File: src/rtl/rs_cdb_wakeup.sv
// rs_cdb_wakeup: reservation station that snoops N CDB lanes and issues one op per cycle.
// Optional RS_WAKE_ISSUE_EN: a same-cycle CDB hit completes readiness for select.
module rs_cdb_wakeup #(
  parameter int DEPTH  = 8,
  parameter int N      = 2,
  parameter int TAG_W  = 6,
  parameter int DATA_W = 32,
  parameter int PAY_W  = 16
) (
  input  logic                         clock,
  input  logic                         reset,
  input  logic                         flush,
  input  logic [N-1:0]                 disp_valid,
  input  logic [N*PAY_W-1:0]           disp_payload,
  input  logic [N*TAG_W-1:0]           disp_dest_tag,
  input  logic [N*TAG_W-1:0]           disp_src1_tag,
  input  logic [N*TAG_W-1:0]           disp_src2_tag,
  input  logic [N-1:0]                 disp_src1_rdy,
  input  logic [N-1:0]                 disp_src2_rdy,
  input  logic [N*DATA_W-1:0]          disp_src1_val,
  input  logic [N*DATA_W-1:0]          disp_src2_val,
  output logic [$clog2(DEPTH+1)-1:0]   free_slots,
  input  logic [N-1:0]                 cdb_valid,
  input  logic [N*TAG_W-1:0]           cdb_tag,
  input  logic [N*DATA_W-1:0]          cdb_data,
  output logic                         iss_valid,
  input  logic                         iss_ready,
  output logic [PAY_W-1:0]             iss_payload,
  output logic [TAG_W-1:0]             iss_dest_tag,
  output logic [DATA_W-1:0]            iss_src1_val,
  output logic [DATA_W-1:0]            iss_src2_val
);

  localparam int IW = $clog2(DEPTH);
  localparam int CW = $clog2(DEPTH+1);

  typedef struct packed {
    logic [PAY_W-1:0]  pay;
    logic [TAG_W-1:0]  dst;
    logic [TAG_W-1:0]  t1;
    logic              r1;
    logic [DATA_W-1:0] v1;
    logic [TAG_W-1:0]  t2;
    logic              r2;
    logic [DATA_W-1:0] v2;
  } ent_t;

  ent_t              ent_q [DEPTH];
  ent_t              ent_d [DEPTH];
  logic [DEPTH-1:0]  busy_q, busy_d;
  logic [CW-1:0]     free_q, free_d;
  logic [CW-1:0]     cnt;

  logic [DEPTH-1:0]  w1_hit, w2_hit;
  logic [DATA_W-1:0] w1_val [DEPTH];
  logic [DATA_W-1:0] w2_val [DEPTH];
  logic [DEPTH-1:0]  rdy1, rdy2;
  logic [DATA_W-1:0] op1 [DEPTH];
  logic [DATA_W-1:0] op2 [DEPTH];

  logic              sel_v;
  logic [IW-1:0]     sel;
  logic              fire;

  logic [DEPTH-1:0]  taken;
  logic              found;
  logic [N-1:0]      alloc_v;
  logic [IW-1:0]     alloc_idx [N];

  function automatic logic lane_hit(
    input logic [N-1:0]       v,
    input logic [N*TAG_W-1:0] tg,
    input logic [TAG_W-1:0]   t
  );
    lane_hit = 1'b0;
    for (int l = 0; l < N; l++)
      if (v[l] && tg[l*TAG_W +: TAG_W] == t) lane_hit = 1'b1;
  endfunction

  // Scan high to low so the lowest matching lane wins.
  function automatic logic [DATA_W-1:0] lane_val(
    input logic [N-1:0]        v,
    input logic [N*TAG_W-1:0]  tg,
    input logic [N*DATA_W-1:0] dt,
    input logic [TAG_W-1:0]    t
  );
    lane_val = '0;
    for (int l = N-1; l >= 0; l--)
      if (v[l] && tg[l*TAG_W +: TAG_W] == t)
        lane_val = dt[l*DATA_W +: DATA_W];
  endfunction

  always_comb begin
    for (int e = 0; e < DEPTH; e++) begin
      w1_hit[e] = lane_hit(cdb_valid, cdb_tag, ent_q[e].t1);
      w2_hit[e] = lane_hit(cdb_valid, cdb_tag, ent_q[e].t2);
      w1_val[e] = lane_val(cdb_valid, cdb_tag, cdb_data, ent_q[e].t1);
      w2_val[e] = lane_val(cdb_valid, cdb_tag, cdb_data, ent_q[e].t2);
`ifdef RS_WAKE_ISSUE_EN
      rdy1[e] = ent_q[e].r1 | w1_hit[e];
      rdy2[e] = ent_q[e].r2 | w2_hit[e];
      op1[e]  = ent_q[e].r1 ? ent_q[e].v1 : w1_val[e];
      op2[e]  = ent_q[e].r2 ? ent_q[e].v2 : w2_val[e];
`else
      rdy1[e] = ent_q[e].r1;
      rdy2[e] = ent_q[e].r2;
      op1[e]  = ent_q[e].v1;
      op2[e]  = ent_q[e].v2;
`endif
    end
  end

  always_comb begin
    sel_v = 1'b0;
    sel   = '0;
    for (int e = DEPTH-1; e >= 0; e--) begin
      if (busy_q[e] && rdy1[e] && rdy2[e]) begin
        sel_v = 1'b1;
        sel   = IW'(e);
      end
    end
  end

  assign fire         = sel_v & iss_ready;
  assign iss_valid    = sel_v;
  assign iss_payload  = sel_v ? ent_q[sel].pay : '0;
  assign iss_dest_tag = sel_v ? ent_q[sel].dst : '0;
  assign iss_src1_val = sel_v ? op1[sel] : '0;
  assign iss_src2_val = sel_v ? op2[sel] : '0;
  assign free_slots   = free_q;

  // Only entries free at the start of the cycle are allocatable.
  always_comb begin
    taken   = '0;
    found   = 1'b0;
    alloc_v = '0;
    for (int s = 0; s < N; s++) begin
      alloc_idx[s] = '0;
      found        = 1'b0;
      if (disp_valid[s]) begin
        for (int e = 0; e < DEPTH; e++) begin
          if (!found && !busy_q[e] && !taken[e]) begin
            found        = 1'b1;
            taken[e]     = 1'b1;
            alloc_idx[s] = IW'(e);
            alloc_v[s]   = 1'b1;
          end
        end
      end
    end
  end

  always_comb begin
    busy_d = busy_q;
    for (int e = 0; e < DEPTH; e++) begin
      ent_d[e] = ent_q[e];
      if (busy_q[e] && !ent_q[e].r1 && w1_hit[e]) begin
        ent_d[e].r1 = 1'b1;
        ent_d[e].v1 = w1_val[e];
      end
      if (busy_q[e] && !ent_q[e].r2 && w2_hit[e]) begin
        ent_d[e].r2 = 1'b1;
        ent_d[e].v2 = w2_val[e];
      end
    end
    if (fire) busy_d[sel] = 1'b0;
    for (int s = 0; s < N; s++) begin
      if (alloc_v[s]) begin
        busy_d[alloc_idx[s]] = 1'b1;
        ent_d[alloc_idx[s]].pay = disp_payload[s*PAY_W +: PAY_W];
        ent_d[alloc_idx[s]].dst = disp_dest_tag[s*TAG_W +: TAG_W];
        ent_d[alloc_idx[s]].t1  = disp_src1_tag[s*TAG_W +: TAG_W];
        ent_d[alloc_idx[s]].t2  = disp_src2_tag[s*TAG_W +: TAG_W];
        ent_d[alloc_idx[s]].r1  = disp_src1_rdy[s] |
          lane_hit(cdb_valid, cdb_tag, disp_src1_tag[s*TAG_W +: TAG_W]);
        ent_d[alloc_idx[s]].r2  = disp_src2_rdy[s] |
          lane_hit(cdb_valid, cdb_tag, disp_src2_tag[s*TAG_W +: TAG_W]);
        ent_d[alloc_idx[s]].v1  = disp_src1_rdy[s] ?
          disp_src1_val[s*DATA_W +: DATA_W] :
          lane_val(cdb_valid, cdb_tag, cdb_data, disp_src1_tag[s*TAG_W +: TAG_W]);
        ent_d[alloc_idx[s]].v2  = disp_src2_rdy[s] ?
          disp_src2_val[s*DATA_W +: DATA_W] :
          lane_val(cdb_valid, cdb_tag, cdb_data, disp_src2_tag[s*TAG_W +: TAG_W]);
      end
    end
    if (flush) busy_d = '0;
    cnt = '0;
    for (int e = 0; e < DEPTH; e++) cnt = cnt + CW'(busy_d[e]);
    free_d = CW'(DEPTH) - cnt;
  end

  always_ff @(posedge clock or negedge reset) begin
    if (!reset) begin
      busy_q <= '0;
      free_q <= CW'(DEPTH);
      for (int e = 0; e < DEPTH; e++) ent_q[e] <= '0;
    end else begin
      busy_q <= busy_d;
      free_q <= free_d;
      for (int e = 0; e < DEPTH; e++) ent_q[e] <= ent_d[e];
    end
  end

endmodule

File: config.mk
export PLATFORM = sky130hd
export DESIGN_NAME = rs_cdb_wakeup
export DESIGN_NICKNAME = d
export VERILOG_FILES = /design/src/rtl/rs_cdb_wakeup.sv
export SDC_FILE = /design/constraint.sdc
export NUM_CORES = 2
export LEC_CHECK = 0
export CAP_MARGIN = 25
export CORE_AREA = 4 4 443 445
export CTS_BUF_LIST = sky130_fd_sc_hd__clkbuf_2 sky130_fd_sc_hd__clkbuf_4 sky130_fd_sc_hd__clkbuf_8
export DETAILED_ROUTE_END_ITERATION = 6
export DIE_AREA = 0 0 447 449
export PLACE_DENSITY = 0.48
export SYNTH_ARGS = -nofsm -noshare
export SYNTH_HDL_FRONTEND = slang
export SYNTH_SLANG_ARGS = --single-unit
File: constraint.sdc
create_clock -name clock -period 4.9 [get_ports clock]
set_input_delay 0.735 -clock clock [delete_from_list [all_inputs] [get_ports clock]]
set_output_delay 0.735 -clock clock [all_outputs]
set_load 0.02 [all_outputs]
* After elaboration in Yosys (flattened, before gate mapping)
Cells that the tools add are included.
Widths: inputs -> output; s select.
** Word-level totals
- Flip-flop bits (word level) :: 812
- Logic and storage cells :: 563
- Output and inout bits :: 91
- Input bits :: 284
** Cells by class
- Order comparisons :: 11
- Bitwise gates (word level) :: 12
- Muxes and demuxes :: 265
- Add/sub/neg operators :: 8
- Reduce and logical (&&, ||, !) cells :: 161
- Eq/ne operators :: 40
** Operator list (number)
- $bwmux 800 :: 16
- $demux 100 s3 :: 16
- $mux 32 :: 56
- $mux 800 :: 2
- $mux 33 :: 18
- $mux 100 :: 4
- $bmux 100 s3 :: 1
- $eq 6x6->1 :: 40
- $bmux 32 s3 :: 2
- $mux 84 :: 2
- $mux 78 :: 2
- $mux 72 :: 2
- $mux 71 :: 2
- $logic_and 1x1->1 :: 115
- $mux 1 :: 108
- $mux 39 :: 2
- $mux 3 :: 22
- $logic_not 1->1 :: 46
- $mux 8 :: 5
- $add 4x1->4 :: 4
- $mux 16 :: 1
- $or 8x8->8 :: 2
- $ge 4x4->1 const B :: 3
- $lt 3x4->1 const B :: 3
- other kinds (13) :: 23

* Depth between registers and ports, before layout
- Depth after elaboration :: 84
- Gate-level depth with buffers :: 18

* Worst setup path after synthesis
No wires, ideal clock.
- Path type :: input to register
- Start :: in disp_valid[0]
- End :: reg free_q[2] (netlist: free_slots[2])
- Stages on the path :: 17
- Required time :: 4774 ps
- Buffers on the path :: 3
- Data arrival time :: 4360 ps
- Slack :: 414 ps
- Library setup time :: 126 ps
- Path through :: buf_2 -> nand3_1 -> a311oi_1 -> o32a_1 -> nor2b_1 -> buf_2 -> nor2_1 -> clkbuf_1 -> nor2_1 -> or2_1 -> fa_1 -> ha_1 -> fa_1 -> inv_1 -> fa_1 -> inv_1 -> ha_1
** Between the ends
- Longest elaborated chain between the ends :: 55
** Ends and longest elaborated chain
- start, declared :: RTL line 13 : input logic [N-1:0] disp_valid,
- $mux 8 :: RTL line 140 : if (disp_valid[s]) begin
- $logic_not 1->1 :: RTL line 142 : if (!found && !busy_q[e] && !taken[e]) begin
- $logic_and 1x1->1 :: RTL line 142
- $mux 1 :: RTL line 142
- $mux 1 :: RTL line 140
- $logic_not 1->1 :: RTL line 142
- $logic_and 1x1->1 (2 in a row) :: RTL line 142
- $mux 1 :: RTL line 142
- (+37 left out)
- $mux 8 (*) :: RTL line 186 : if (flush) busy_d = '0;
- $add 1x1->2 :: RTL line 188 : for (int e = 0; e < DEPTH; e++) cnt = cnt + CW'(busy_d[e]);
- $add 2x1->3 :: RTL line 188
- $add 3x1->4 :: RTL line 188
- $add 4x1->4 (3 in a row) :: RTL line 188
- $add 4x1->4 (*) :: RTL line 188
- $sub 4x4->4 (*) :: RTL line 189 : free_d = CW'(DEPTH) - cnt;
- net free_d[2] :: RTL line 51 : logic [CW-1:0] free_q, free_d;
- end signal, assigned :: RTL line 195 : free_q <= CW'(DEPTH);
- end signal, assigned :: RTL line 199 : free_q <= free_d;
- end, declared :: RTL line 51
Mark *: on every way through the listed nets, which the timed path passes. The rest lies on a longest branch. The select of a mux whose other input is x is not followed.

* Final worst setup path
- Start :: reg busy_q[3]
- End :: out iss_src1_val[12]
** Between the ends
- Longest elaborated chain between the ends :: 11
** Ends and longest elaborated chain
- start, declared :: RTL line 50 : logic [DEPTH-1:0] busy_q, busy_d;
- start signal, assigned :: RTL line 198 : busy_q <= busy_d;
- $logic_and 1x1->1 (*) (2 in a row) :: RTL line 117 : if (busy_q[e] && rdy1[e] && rdy2[e]) begin
- $mux 3 (4 in a row) :: RTL line 117
- $not 3->4 (implied by the code) :: RTL line 128 : assign iss_src1_val = sel_v ? op1[sel] : '0;
- $bmux 32 s3 :: RTL line 128
- $mux 32 (implied by the code) (2 in a row) :: RTL line 128
- $mux 32 (*) :: RTL line 128
- end, declared :: RTL line 30 : output logic [DATA_W-1:0] iss_src1_val,
Mark *: on every way between the ends. The rest lies on a longest branch, timed or not. The select of a mux whose other input is x is not followed.

==> results.tsv <==
metric	value	unit
finalClockSkew	0.05085	ns
synth_edf_count	0	
critical_path.slowest_cell	clkdlybuf4s50_1	
finalCritPeriodShare	99.36	%
cts_tree	yes	
arrival	4.13	ns
die-height	449	um
nets	7843	
syn-instance-count	7500	
fmax	205.4	MHz
endpoint_kind	output port	
grt_use_met3	10.93	%
antenna_found_initial	41	
grtUsageTotal	34.81	%
hold_class	primary input to asynchronous set/reset pin	
post-place-ws	0.01044	ns
area_growth	20.73	%
vias	66620	
yosys_most_used_dff	dfrtp_1	
drt_iter0_markers	9043	
ys.warnings.count	0	
crit_type	flip-flop to output port	
clk_pin_slew_worst_paths	0.07	ns
first_global_vias	63160	
wl_per_cell	35.68	um
clockBufferDepth	3	
root_buffer	clkbuf_8	
slowest_delay	0.64	ns
drive_gt1_share	12.10	%
power_density	372.6	nW/um^2
drv_cap	0	
fin_cells	10220	
finalHoldViolations	0	
timing.final.ws_setup	0.03130	ns
ys_seq_area_share	35.39	%
worst_pin_slew	1.214	ns
grt_pass1_wl	502900	um
core	192200	um^2
netlist_area	57410	um^2
cts_sinks	812	
num_rows	161	
overflow	0	
initial_core_util	29.87	%
ir_drop	0.3116	mV
met1_usage	43.34	%
cts_buffers	162	
final_common_cell	nand2_1	
dp_hpwl	213200	um
worstPathCellList	and3_1, nor2b_4, nand2b_4, buf_16, o22ai_1, nor4_1, o21a_1, clkdlybuf4s50_1	
synth_area_leaders	dfrtp_1, o211ai_1, nand2_1	
relSlewSlack	19.05	%
fin_setup_tns	0	ns
io_buffers	374	
synthArstFlopShare	100.0	%
drc	11	
fin_crit	4.869	ns
final_area	69320	um^2
status	complete, but fails checks	
gp_congestion	0.9353	
finalSetupViolCount	0	
violations	design-rule violations	
dp.cells	9907	
wirelength	364700	um
ys_types	72	
boundaryPins	375	
place_area	65640	um^2
postRouteAntennaNets	0	
h-tree-depth	4	
ys_seq_elements	812	
syn_avg_cell_area	7.655	um^2
critPathMaxFanout	60	
drt_first_pass_iters	7	
syn_nets	7792	
worstPathRequired	4.16	ns
finalPower	25.83	mW
busiest_layer	met2	
dieWidth	447	um
grt_max_degree	118	
startpoint_type	flip-flop	
yosys.area.top_type	dfrtp_1	
netlist.area_leader.share	35.35	%
drv_slew	0	
die_area	200700	um^2
layout_common_cells	nand2_1, nor2_1, dfrtp_1	
post_drt_via_cell_ratio	6.518	
clock_latency	0.98	ns
met2_usage	49.99	%
leakagePower	27.31	nW
==> metal layers <==
metal | wire length (um) | vias up
met5 | 49 | -
met4 | 31920 | 10
met3 | 44640 | 1402
met2 | 152100 | 5138
met1 | 136000 | 32810
li1 | - | 27260
==> cell families after synthesis <==
logic type / after synthesis / synth area share [%]
DFF: 812 / 35.39
AOI/OAI and AO/OA: 2651 / 29.71
adders and majority gates: 9 / 0.2441
and+or+nand+nor: 2483 / 18.31
xor gates and xnor gates: 241 / 3.676
muxes: 305 / 5.433
buffers and inverters: 999 / 7.240
==> cell usage after synthesis, types with 5 or more instances <==
master,instances
or2_2,8
a211oi_1,6
nand2_1,1104
o21ai_0,253
a22oi_1,212
buf_4,25
dfrtp_1,811
a21oi_1,696
o211ai_1,583
nand4_1,42
mux2_2,52
nand3_1,85
or3_1,6
nor4_1,157
nor2b_1,38
o21a_1,91
a2bb2oi_1,74
a221o_1,15
buf_6,8
mux2i_1,252
a32oi_1,5
o21ai_1,112
a31oi_1,295
clkbuf_1,623
nor3_1,125
and2_1,33
buf_2,201
a311o_1,30
o311ai_0,5
o211a_1,7
nor2_1,843
inv_1,83
xnor2_1,149
a221oi_1,12
o22ai_1,176
xor2_1,92
nor4_2,12
and3_1,15
o221ai_1,49
buf_1,56
==> sequential cells by signal (all words and copies together), names as in the netlist <==
name	flops
busy_q	8
ent_q	800
free_slots	4
==> area by class of cell <==
| class | instances | area, um^2 |
|---|---|---|
| diodes | 26 | 65.06 |
| multi-input cells | 5689 | 33620 |
| inverters | 85 | 319.1 |
| flip-flops and latches | 812 | 20320 |
| repair buffers | 801 | 8474 |
| well taps | 2526 | 3161 |
| fillers | 20020 | 122900 |
| clock buffers | 254 | 3152 |
| clock inverters | 27 | 205.2 |
==> timing repair <==
action,CTS,global route
buffers inserted,1,0
gates cloned,2,2
gates resized for setup,29,7
hold buffers,1,0
pin swaps,1,0
endpoints found under the hold margin,56,0
endpoints found under the setup margin,45,20
==> final timing paths <==
check / from / end / slack, ns / cells past startpoint
setup / recovery: busy_q[3] / iss_src1_val[12] / 0.03 / 8
hold / removal: reset / ent_q[204] / 0.38 / 2
setup reg to reg: busy_q[3] / free_slots[2] / 0.55 / 14
hold reg to reg: ent_q[296] / ent_q[296] / 0.54 / 2
max in group asynchronous: reset / busy_q[0] / 3.06 / 3
min in group clock: disp_dest_tag[5] / ent_q[183] / 0.51 / 3
==> power breakdown <==
| group | internal [mW] | switching (mW) |
|---|---|---|
| clock network | 4.08 | 3.57 |
| logic | 3.33 | 5.06 |
| registers | 8.54 | 1.25 |
==> stage by stage <==
stage	hold WS (ns)	utilization (%)
6_report	0.3798	36.07
5_1_grt	0.4085	36.06
4_1_cts	0.3589	36.00
3_5_place_dp	0.5325	34.16
3_3_place_gp	0.5264	34.12
2_1_floorplan	0.4394	-
==> critical path, delay by kind of cell (launching register included) <==
| family | cells | cell delay (ns) |
|---|---|---|
| AO/OA/AOI/OAI | 2 | 0.41 |
| buffers and inverters | 2 | 1.04 |
| flip-flops | 1 | 0.53 |
| AND/OR/NAND/NOR | 4 | 1.13 |
Note: power is estimated with default switching activity, not from simulation.
